$ cat src/rtl/lcd_480_272_scan.sv
// Raster scan generator and registered pixel output stage for the 480x272 LCD panel.
// Optional colour-bar override is built only when LCD_TEST_PATTERN_EN is defined.
module lcd_480_272_scan #(
  parameter int CLK_DIV  = 3,
  parameter int H_ACTIVE = 480,
  parameter int H_FP     = 2,
  parameter int H_SYNC   = 41,
  parameter int H_BP     = 2,
  parameter int V_ACTIVE = 272,
  parameter int V_FP     = 2,
  parameter int V_SYNC   = 10,
  parameter int V_BP     = 2
) (
  input  logic       clock,
  input  logic       reset,
  output logic [8:0] x,
  output logic [8:0] y,
  input  logic [4:0] red,
  input  logic [5:0] green,
  input  logic [4:0] blue,
  input  logic       test_pattern,
  output logic       lcd_clk,
  output logic       lcd_de,
  output logic       lcd_hsync,
  output logic       lcd_vsync,
  output logic [4:0] lcd_r,
  output logic [5:0] lcd_g,
  output logic [4:0] lcd_b,
  output logic       frame_start
);

  localparam int H_TOTAL = H_ACTIVE + H_FP + H_SYNC + H_BP;
  localparam int V_TOTAL = V_ACTIVE + V_FP + V_SYNC + V_BP;
  localparam int DIV_W   = $clog2(CLK_DIV);

  localparam logic [DIV_W-1:0] DIV_LAST = DIV_W'(CLK_DIV - 1);
  localparam logic [DIV_W-1:0] DIV_HALF = DIV_W'(CLK_DIV / 2);

  logic [DIV_W-1:0] div;
  logic [DIV_W-1:0] div_next;
  logic [9:0]       hcnt;
  logic [8:0]       vcnt;
  logic             pe;
  logic             h_last;
  logic             v_last;
  logic             h_act;
  logic             v_act;
  logic             h_sync_on;
  logic             v_sync_on;
  logic [4:0]       pix_r;
  logic [5:0]       pix_g;
  logic [4:0]       pix_b;

  assign pe        = (div == DIV_LAST);
  assign div_next  = pe ? '0 : div + 1'b1;
  assign h_last    = (hcnt == 10'(H_TOTAL - 1));
  assign v_last    = (vcnt == 9'(V_TOTAL - 1));
  assign h_act     = (hcnt < 10'(H_ACTIVE));
  assign v_act     = (vcnt < 9'(V_ACTIVE));
  assign h_sync_on = (hcnt >= 10'(H_ACTIVE + H_FP)) && (hcnt < 10'(H_ACTIVE + H_FP + H_SYNC));
  assign v_sync_on = (vcnt >= 9'(V_ACTIVE + V_FP)) && (vcnt < 9'(V_ACTIVE + V_FP + V_SYNC));

  assign x = (h_act && v_act) ? hcnt[8:0] : '0;
  assign y = v_act ? vcnt : '0;

`ifdef LCD_TEST_PATTERN_EN
  logic [9:0] bar_full;
  logic [2:0] bar;

  assign bar_full = hcnt / 10'd60;
  assign bar      = bar_full[2:0];

  always_comb begin
    pix_r = red;
    pix_g = green;
    pix_b = blue;
    if (test_pattern) begin
      pix_r = {5{bar[0]}};
      pix_g = {6{bar[1]}};
      pix_b = {5{bar[2]}};
    end
  end
`else
  logic unused_test_pattern;

  assign unused_test_pattern = test_pattern;

  always_comb begin
    pix_r = red;
    pix_g = green;
    pix_b = blue;
  end
`endif

  // lcd_clk is registered from the next divider value so it falls on the same edge as pe.
  always_ff @(posedge clock) begin
    if (reset) begin
      div         <= '0;
      hcnt        <= '0;
      vcnt        <= '0;
      lcd_clk     <= 1'b0;
      lcd_de      <= 1'b0;
      lcd_hsync   <= 1'b1;
      lcd_vsync   <= 1'b1;
      lcd_r       <= '0;
      lcd_g       <= '0;
      lcd_b       <= '0;
      frame_start <= 1'b0;
    end else begin
      div         <= div_next;
      lcd_clk     <= (div_next >= DIV_HALF);
      frame_start <= pe && h_last && v_last;
      if (pe) begin
        hcnt <= h_last ? '0 : hcnt + 1'b1;
        if (h_last) begin
          vcnt <= v_last ? '0 : vcnt + 1'b1;
        end
        // Outputs use the pre-increment counters, giving one pixel of latency for all of them.
        lcd_de    <= h_act && v_act;
        lcd_hsync <= ~h_sync_on;
        lcd_vsync <= ~v_sync_on;
        lcd_r     <= (h_act && v_act) ? pix_r : '0;
        lcd_g     <= (h_act && v_act) ? pix_g : '0;
        lcd_b     <= (h_act && v_act) ? pix_b : '0;
      end
    end
  end

endmodule

$ cat config.mk
export PLATFORM = sky130hd
export DESIGN_NAME = lcd_480_272_scan
export DESIGN_NICKNAME = d
export VERILOG_FILES = /design/src/rtl/lcd_480_272_scan.sv
export SDC_FILE = /design/constraint.sdc
export NUM_CORES = 1
export LEC_CHECK = 0
export ABC_AREA = 1
export ABC_CLOCK_PERIOD_IN_PS = 1200
export CELL_PAD_IN_SITES_DETAIL_PLACEMENT = 1
export CELL_PAD_IN_SITES_GLOBAL_PLACEMENT = 1
export CORE_AREA = 3 3 89 91
export DETAILED_ROUTE_END_ITERATION = 8
export DIE_AREA = 0 0 92 94
export HOLD_SLACK_MARGIN = 0.08
export PLACE_DENSITY = 0.72
export SLEW_MARGIN = 5
export SYNTH_ARGS = -nofsm -noshare
export SYNTH_HDL_FRONTEND = slang
export SYNTH_SLANG_ARGS = --single-unit
$ cat constraint.sdc
create_clock -name clock -period 1.2 [get_ports clock]
set_input_delay 0.18 -clock clock [delete_from_list [all_inputs] [get_ports clock]]
set_output_delay 0.18 -clock clock [all_outputs]
set_load 0.02 [all_outputs]
Word-level counts from Yosys, hierarchy flattened
Cells that the tools add are included.
{ "word_totals": {"ff_bits": 42, "output_inout_bits": 39, "elab_cells": 40} }
{ "op_classes": {"n_mux": 8, "addsub": 3, "n_eq_ne": 3, "n_reduce_logical": 6, "bitwise": 2, "magnitude_cmp": 7} }
{ "op_table": {"columns": ["cell", "count"], "rows": [
  ["9-bit 2-to-1 mux", 3],
  ["9-bit < comparator (second input constant)", 2],
  ["10-bit by 1-bit adder with 10-bit output (second input constant)", 1],
  ["10-bit equality test (second input constant)", 1],
  ["10-bit by 9-bit greater-or-equal comparator with 1-bit output (second input constant)", 1],
  ["10-bit < comparator (second input constant)", 1],
  ["10-bit by 9-bit < comparator with 1-bit output (second input constant)", 1],
  ["10-bit 2-to-1 mux", 1],
  ["5-bit 2-to-1 mux", 2],
  ["9-bit by 1-bit adder with 9-bit output (second input constant)", 1],
  ["9-bit equality test (second input constant)", 1],
  ["9-bit greater-or-equal comparator (second input constant)", 1],
  ["6-bit 2-to-1 mux", 1],
  ["1-bit logical AND", 5],
  ["2-bit by 1-bit adder with 2-bit output (second input constant)", 1],
  ["2-bit equality test (second input constant)", 1],
  ["2-bit by 1-bit greater-or-equal comparator with 1-bit output (second input constant)", 1],
  ["2-bit 2-to-1 mux", 1],
  ["1-bit inverter", 2],
  ["2-bit AND reduction", 1]
]} }

Logic depth before layout (Yosys ltp)
Gate-level depths: netlist (run 1).
{ "logic_depth": {"word_depth": 3, "depth_mapped": 11} }

Least setup slack after synthesis (run 1)
OpenSTA, ideal clock, no wires.
{ "synth_path": {"path_kind": "reg2out", "start": "register vcnt[5]", "end": "output x[0]", "arrival_ps": 1244, "required_ps": 1020, "path_slack_ps": -224, "path_stages_with_launch": 6, "cell_sequence": "dfxtp_1 > nor2_1 > nand3_1 > nand2_1 > nand2_1 > nor2_1"} }
{ "synth_between": {"elab_chain_cells": 3} }
{ "synth_rtl": {"columns": ["item", "line", "text"], "rows": [
  ["start: declaration", "42", "logic [8:0] vcnt;"],
  ["start signal: assignment", "116", "vcnt <= v_last ? '0 : vcnt + 1'b1;"],
  ["9-bit < comparator", "59", "assign v_act = (vcnt < 9'(V_ACTIVE));"],
  ["1-bit logical AND", "63", "assign x = (h_act && v_act) ? hcnt[8:0] : '0;"],
  ["9-bit 2-to-1 mux", "63", null],
  ["end: declaration", "16", "output logic [8:0] x,"]
]} }
No other way between the ends.

Final worst setup path (run 1)
{ "layout_path": {"start": "register vcnt[5]", "end": "output y[6]"} }
{ "layout_between": {"elab_chain_cells": 2} }
{ "layout_rtl": {"columns": ["item", "line", "text"], "rows": [
  ["9-bit < comparator", "59", null],
  ["9-bit 2-to-1 mux", "64", "assign y = v_act ? vcnt : '0;"],
  ["end: declaration", "17", "output logic [8:0] y,"]
]} }
No other way between the ends.

==> impl_metrics.env, run 1 <==
export IMPL_cp_end_kind="output port"
export IMPL_die_h_um=94
export IMPL_place_detailed_hpwl_mm=5.58
export IMPL_nets=495
export IMPL_min_path_type="input pin to flop"
export IMPL_drive_gt1_share_pct=54.5
export IMPL_synth_area_um2=2140
export IMPL_start_util_pct=29.7
export IMPL_share_comb_of_total_power_pct=15.4
export IMPL_yosysTopAreaCellShare_pct=39.3
export IMPL_fin_setup_tns_ns=-14.05
export IMPL_final_cell_mix="61 x buf_4, 54 x nand2_1, 49 x buf_6, 33 x nor2_4, 31 x inv_1"
export IMPL_place_congestion=0.795
export IMPL_max_slew_margin_rel_pct=77.5
export IMPL_cts_path_max_buffers=2
export IMPL_sequentialPowerShare_pct=47.7
export IMPL_dieArea_um2=8650
export IMPL_min_period_ns=1.76
export IMPL_drc=0
export IMPL_ant_nets=0
export IMPL_viasPerCell=5.10
export IMPL_overflow=0
export IMPL_path_max_fanout=4
export IMPL_wirelength_mm=11.3
export IMPL_n_antenna_cell=0
export IMPL_synthCells=324
export IMPL_outcome="finished, violations left"
export IMPL_startpoint_type="flop"
export IMPL_hold_slack_ns=0.431
export IMPL_final_util_pct=60.7
export IMPL_worst_skew_pair_late_latency_ns=0.33
export IMPL_swShare_pct=29.9
export IMPL_internal_power_mw=2.14
export IMPL_critPathArrivalTime_ns=1.58
export IMPL_hold_viol=0
export IMPL_vias=2919
export IMPL_syn_avg_cell_area_um2=6.61
export IMPL_row_count=31
export IMPL_p_sw_mw=0.913
export IMPL_finalSetupViolations=50
export IMPL_ys_ff_latch=42
export IMPL_crit_path_start="vcnt[5]$_SDFFE_PP0P_"
export IMPL_clock_skew_ns=0.0156
export IMPL_worstHoldStart="green[0]"
export IMPL_power_leakage_nw=1.88
export IMPL_synth_warnings=0
export IMPL_timing_final_ws_setup_ns=-0.562
export IMPL_portBuffers=56
export IMPL_grt_pass1_vias=2934
export IMPL_area_growth_pct=104
export IMPL_grt_setup_unrepaired="yes"
export IMPL_dp_slack_ns=-0.686
export IMPL_dr_pass1_iters=4
export IMPL_cts_tree="built"
export IMPL_p_per_area_nw_per_um2=698
export IMPL_die_w_um=92
export IMPL_grt_max_degree=27
export IMPL_syn_num_nets=347
export IMPL_root_buffer="clkbuf_8"
export IMPL_wl_per_cell_um=19.8
export IMPL_violations="setup timing"
export IMPL_max_cap_violations=0
export IMPL_synth_distinct_cells=26
export IMPL_clk_pin_slew_ns=0.11
export IMPL_drt_iter0_markers=156
export IMPL_peakVddDrop_uv=520
export IMPL_core_area_um2=7210
export IMPL_worstSetupPathType="flop to output port"
export IMPL_grt_pass1_wl_mm=14.1
export IMPL_cts_buffers=5
export IMPL_num_fill_cells=853
export IMPL_tightestPinTransition_ns=0.336
export IMPL_worstReg2RegStart="hcnt[9]$_SDFFE_PP0N_"
export IMPL_yosysSeqAreaShare_pct=39.3
export IMPL_pwr_share_clk_pct=36.9
export IMPL_crit_required_ns=1.02
export IMPL_grt_total_usage_pct=20.4
export IMPL_period_share_pct=147
export IMPL_netlist_top_cells_area="dfxtp_1 39%, nand2_1 13%, nor2_1 8.6%, inv_1 7.2%, a21oi_1 7.0%"
export IMPL_power_mw=3.06
export IMPL_antenna_found_initial=0
export IMPL_layout_commonest_cell="buf_4"
export IMPL_max_freq_ghz=0.568
export IMPL_io_pins=58
export IMPL_ctsHtreeMaxLevel=2
export IMPL_synth_top_cell_by_area="dfxtp_1"
export IMPL_slew_violations=0
export IMPL_clock_sinks=42
## worst max-delay path, stage by stage (launching register included)
cell	delay, ns
dfxtp_2	0.35
nor2_4	0.14
nand3_4	0.09
nand2_4	0.09
clkinvlp_4	0.18
buf_6	0.18
nor2_4	0.09
buf_6	0.12
## path summary, 6_finish.rpt
path / endpoint / slack [ns] / cells past startpoint
worst max-delay path: y[6] / -0.56 / 7
worst min-delay path: lcd_g[0]$_SDFFE_PP0N_ / 0.43 / 3
worst max register to register: vcnt[8]$_SDFFE_PP0P_ / -0.32 / 9
worst min register to register: lcd_b[0]$_SDFFE_PP0N_ / 0.47 / 2
## kinds of logic (layout without fill, tap and decap cells)
logic type               count (synthesis)  after routing  synth area share, %
AND/OR/NAND/NOR                        186            187                 39.0
buffers and inverters                   55            203                 10.4
flip-flops                              42             42                 39.3
AO/OA/AOI/OAI                           37             37                 9.00
adder cells (fa/ha/maj)                  4              4                 2.34
## what timing repair did
item                       in CTS  in global routing
gates resized for setup       219                 95
hold buffers                    0                  0
setup endpoints to repair      78                 75
pin swaps                      27                 35
setup buffers                  10                 22
gates cloned                    0                  1
## synthesized netlist by cell type
cell type	count
nor3_1	9
inv_2	2
clkbuf_1	5
buf_4	1
inv_1	41
o21ai_0	3
a211oi_1	1
nand3_2	1
o211ai_1	1
nor2_1	49
a21oi_1	30
nor3b_1	1
dfxtp_1	42
nand2_1	77
buf_6	1
a31oi_1	1
nand3_1	20
nand4_1	22
buf_1	1
o22ai_1	1
buf_2	4
nand2_2	2
nor2_2	1
nor3_2	1
ha_1	4
nor2_4	3
## power groups by stage
stage / clock network [mW] / registers [mW] / logic (mW)
3_5_place_dp: 0 / 1.49 / 0.380
3_3_place_gp: 0 / 1.49 / 0.373
6_report: 1.13 / 1.46 / 0.470
2_1_floorplan: 0 / 1.53 / 0.129
4_1_cts: 1.06 / 1.46 / 0.411
5_1_grt: 1.18 / 1.46 / 0.499
## state kept, by name (all words and copies together), names as in the netlist
name	cells
vcnt	9
lcd_vsync	1
hcnt	10
lcd_de	1
lcd_hsync	1
div	2
lcd_g	6
lcd_b	5
frame_start	1
lcd_clk	1
lcd_r	5
## layer usage
layer  share of wire [%]  wire length [µm]  up-vias  GRT usage [%]
li1                    -                 -     1347              -
met1                  41              4600     1448           24.5
met2                  52              5910      103           35.8
met3                 4.8               539       21           4.81
met4                 2.2               250        0           6.44
met5                   0                 0        -              0
## layout make-up
type                       instances  area, µm²  area share, %
multi-input combinational        228       1670           38.2
timing repair buffer             152       1440           32.9
sequential                        42        867           19.8
inverter                          43        175           4.00
tap                               99        124           2.83
clock buffer                       6       82.6           1.89
clock inverter                     2       15.0          0.343
## through the flow
| step | cell area, µm² | instances |
|---|---|---|
| floorplan | 2310 | 324 |
| global placement | 3430 | 533 |
| detailed placement | 3430 | 533 |
| CTS | 3950 | 551 |
| global route | 4380 | 572 |
| finish | 4380 | 572 |
Note: power is estimated with default switching activity, not from simulation.
==> inputs of run 2 (changes only) <==
--- a/config.mk
+++ b/config.mk
@@ -6,14 +6,15 @@
 export NUM_CORES = 1
 export LEC_CHECK = 0
 export ABC_AREA = 1
-export ABC_CLOCK_PERIOD_IN_PS = 1200
+export ABC_CLOCK_PERIOD_IN_PS = 2000
 export CELL_PAD_IN_SITES_DETAIL_PLACEMENT = 1
 export CELL_PAD_IN_SITES_GLOBAL_PLACEMENT = 1
-export CORE_AREA = 3 3 89 91
+export CORE_AREA = 3 3 85 87
 export DETAILED_ROUTE_END_ITERATION = 8
-export DIE_AREA = 0 0 92 94
+export DIE_AREA = 0 0 88 90
 export HOLD_SLACK_MARGIN = 0.08
-export PLACE_DENSITY = 0.72
+export PLACE_DENSITY = 0.76
+export REMOVE_ABC_BUFFERS = 1
 export SLEW_MARGIN = 5
 export SYNTH_ARGS = -nofsm -noshare
 export SYNTH_HDL_FRONTEND = slang
==> constraint.sdc (replaced) <==
create_clock -name clock -period 2 [get_ports clock]
set_input_delay 0.3 -clock clock [delete_from_list [all_inputs] [get_ports clock]]
set_output_delay 0.3 -clock clock [all_outputs]
set_load 0.02 [all_outputs]
==> run 2 against run 1 <==
Against the previous run:
- the run now ends clean
- power shrank 46%
- final cell count shrank 17%
- flip-flop and latch count is the same
- clock power shrank 48%
- register-to-register slack gained 0.62 ns
- non-clock buffer count shrank 76
- critical path depth shrank 1
- via count shrank 19%
- combinational power shrank 60%
- critical path type unchanged
- largest power group unchanged
==> impl_metrics.env, run 2 (synthesized netlist as in run 1, its figures left out) <==
export IMPL_min_path_type="flop to flop"
export IMPL_antenna_found_initial=0
export IMPL_power_mw=1.65
export IMPL_die_w_um=88
export IMPL_grt_pass1_vias=2426
export IMPL_worstSetupPathType="flop to output port"
export IMPL_cts_path_max_buffers=2
export IMPL_grt_pass1_wl_mm=11.8
export IMPL_drc=0
export IMPL_io_pins=58
export IMPL_peakVddDrop_uv=330
export IMPL_place_congestion=0.799
export IMPL_vias=2363
export IMPL_slew_violations=0
export IMPL_root_buffer="clkbuf_8"
export IMPL_min_period_ns=1.85
export IMPL_path_max_fanout=9
export IMPL_max_cap_violations=0
export IMPL_ant_nets=0
export IMPL_dieArea_um2=7920
export IMPL_start_util_pct=33.4
export IMPL_worst_skew_pair_late_latency_ns=0.30
export IMPL_power_leakage_nw=1.26
export IMPL_grt_max_degree=28
export IMPL_final_util_pct=46.2
export IMPL_outcome="finished clean"
export IMPL_cts_tree="built"
export IMPL_ctsHtreeMaxLevel=2
export IMPL_viasPerCell=5.00
export IMPL_hold_viol=0
export IMPL_overflow=0
export IMPL_wl_per_cell_um=14.4
export IMPL_final_cell_mix="75 x nand2_1, 48 x nor2_1, 42 x dfxtp_1, 40 x inv_1, 39 x clkdlybuf4s50_1"
export IMPL_fin_area_um2=2970
export IMPL_cts_buffers=5
export IMPL_multiInputGateArea_um2=1090
export IMPL_crit_required_ns=1.70
export IMPL_row_count=29
export IMPL_critPathArrivalTime_ns=1.55
export IMPL_top_regs="hcnt (10), vcnt (9), lcd_g (6)"
export IMPL_die_h_um=90
export IMPL_nets=418
export IMPL_cp_end_kind="output port"
export IMPL_placed_area_um2=2880
export IMPL_clock_sinks=42
export IMPL_place_detailed_hpwl_mm=5.09
export IMPL_instances_no_fill=473
export IMPL_regMostFlops="hcnt"
export IMPL_drive_gt1_share_pct=13.4
export IMPL_num_fill_cells=852
export IMPL_dr_pass1_iters=4
export IMPL_fin_setup_tns_ns=0
export IMPL_finalSetupViolations=0
export IMPL_p_per_area_nw_per_um2=554
export IMPL_core_area_um2=6420
export IMPL_period_share_pct=92.3
export IMPL_placed_cells=464
export IMPL_tightestPinTransition_ns=0.381
export IMPL_largest_reg_flops=10
export IMPL_grt_setup_unrepaired="no"
export IMPL_layout_commonest_cell="nand2_1"
export IMPL_n_antenna_cell=0
export IMPL_area_growth_pct=38.7
export IMPL_startpoint_type="flop"
export IMPL_clk_pin_slew_ns=0.09
export IMPL_clock_skew_ns=0.0104
export IMPL_max_slew_margin_rel_pct=74.5
export IMPL_wirelength_mm=6.79
export IMPL_drt_iter0_markers=85
export IMPL_max_freq_ghz=0.542
export IMPL_grt_total_usage_pct=18.5
export IMPL_regArea_um2=841
export IMPL_cts_hold_buf=0
export IMPL_portBuffers=56
[run 2: changes by cell type in the layout (fill, tap and decap cells not counted), sizes merged, moves of 2 or more]
cell,before,now
buf,114,22
clkdlybuf4s50,17,39
clkdlybuf4s15,13,6
dlygate4sd2,3,6
clkbuf,11,9
[run 2: layout make-up]
type | instances | area share, %
clock inverter | 2 | 0.421
clock buffer | 6 | 2.78
sequential | 42 | 28.3
multi-input combinational | 227 | 36.7
tap | 77 | 3.24
inverter | 43 | 5.43
timing repair buffer | 76 | 23.1
[run 2: per-layer routing]
layer	wire [µm]	track usage (%)
met1	3060	24.5
met2	3140	29.1
met3	473	4.57
met4	125	6.39
met5	0	0
[run 2: power breakdown]
part | leakage, nW | switching, mW | total [mW] | internal, mW
combinational | 0.868 | 0.0983 | 0.188 | 0.0893
clock | 0.0472 | 0.306 | 0.583 | 0.278
sequential | 0.340 | 0.0162 | 0.875 | 0.859
[run 2: path summary, 6_finish.rpt]
kind / start / endpoint / slack [ns] / cells past startpoint
hold / removal: lcd_g[5]$_SDFFE_PP0N_ / lcd_g[5]$_SDFFE_PP0N_ / 0.47 / 2
hold reg to reg: lcd_g[5]$_SDFFE_PP0N_ / lcd_g[5]$_SDFFE_PP0N_ / 0.47 / 2
setup / recovery: vcnt[5]$_SDFFE_PP0P_ / x[0] / 0.15 / 6
setup reg to reg: hcnt[0]$_SDFFE_PP0N_ / hcnt[5]$_SDFFE_PP0N_ / 0.30 / 9
[run 2: through the flow]
step	setup WS [ns]	hold WS (ns)
3_3_place_gp	-0.0550	0.451
4_1_cts	0.0179	0.468
5_1_grt	0.0271	0.481
3_5_place_dp	-0.118	0.458
6_report	0.154	0.465
2_1_floorplan	0.266	0.367
[run 2: what timing repair did]
item | 4_1_cts | 5_1_grt
gates cloned | 0 | 0
endpoints found under the setup margin | 17 | 16
buffers inserted | 0 | 1
pin swaps | 0 | 1
gates resized for setup | 38 | 9
[run 2: worst max-delay path, stage by stage (launching register included)]
cell and delay, ns:
dfxtp_1 0.33, nor2_2 0.13, nand3_1 0.11, nand2_2 0.15, nand2_4 0.12, nor2_1 0.13, clkdlybuf4s15_2 0.28
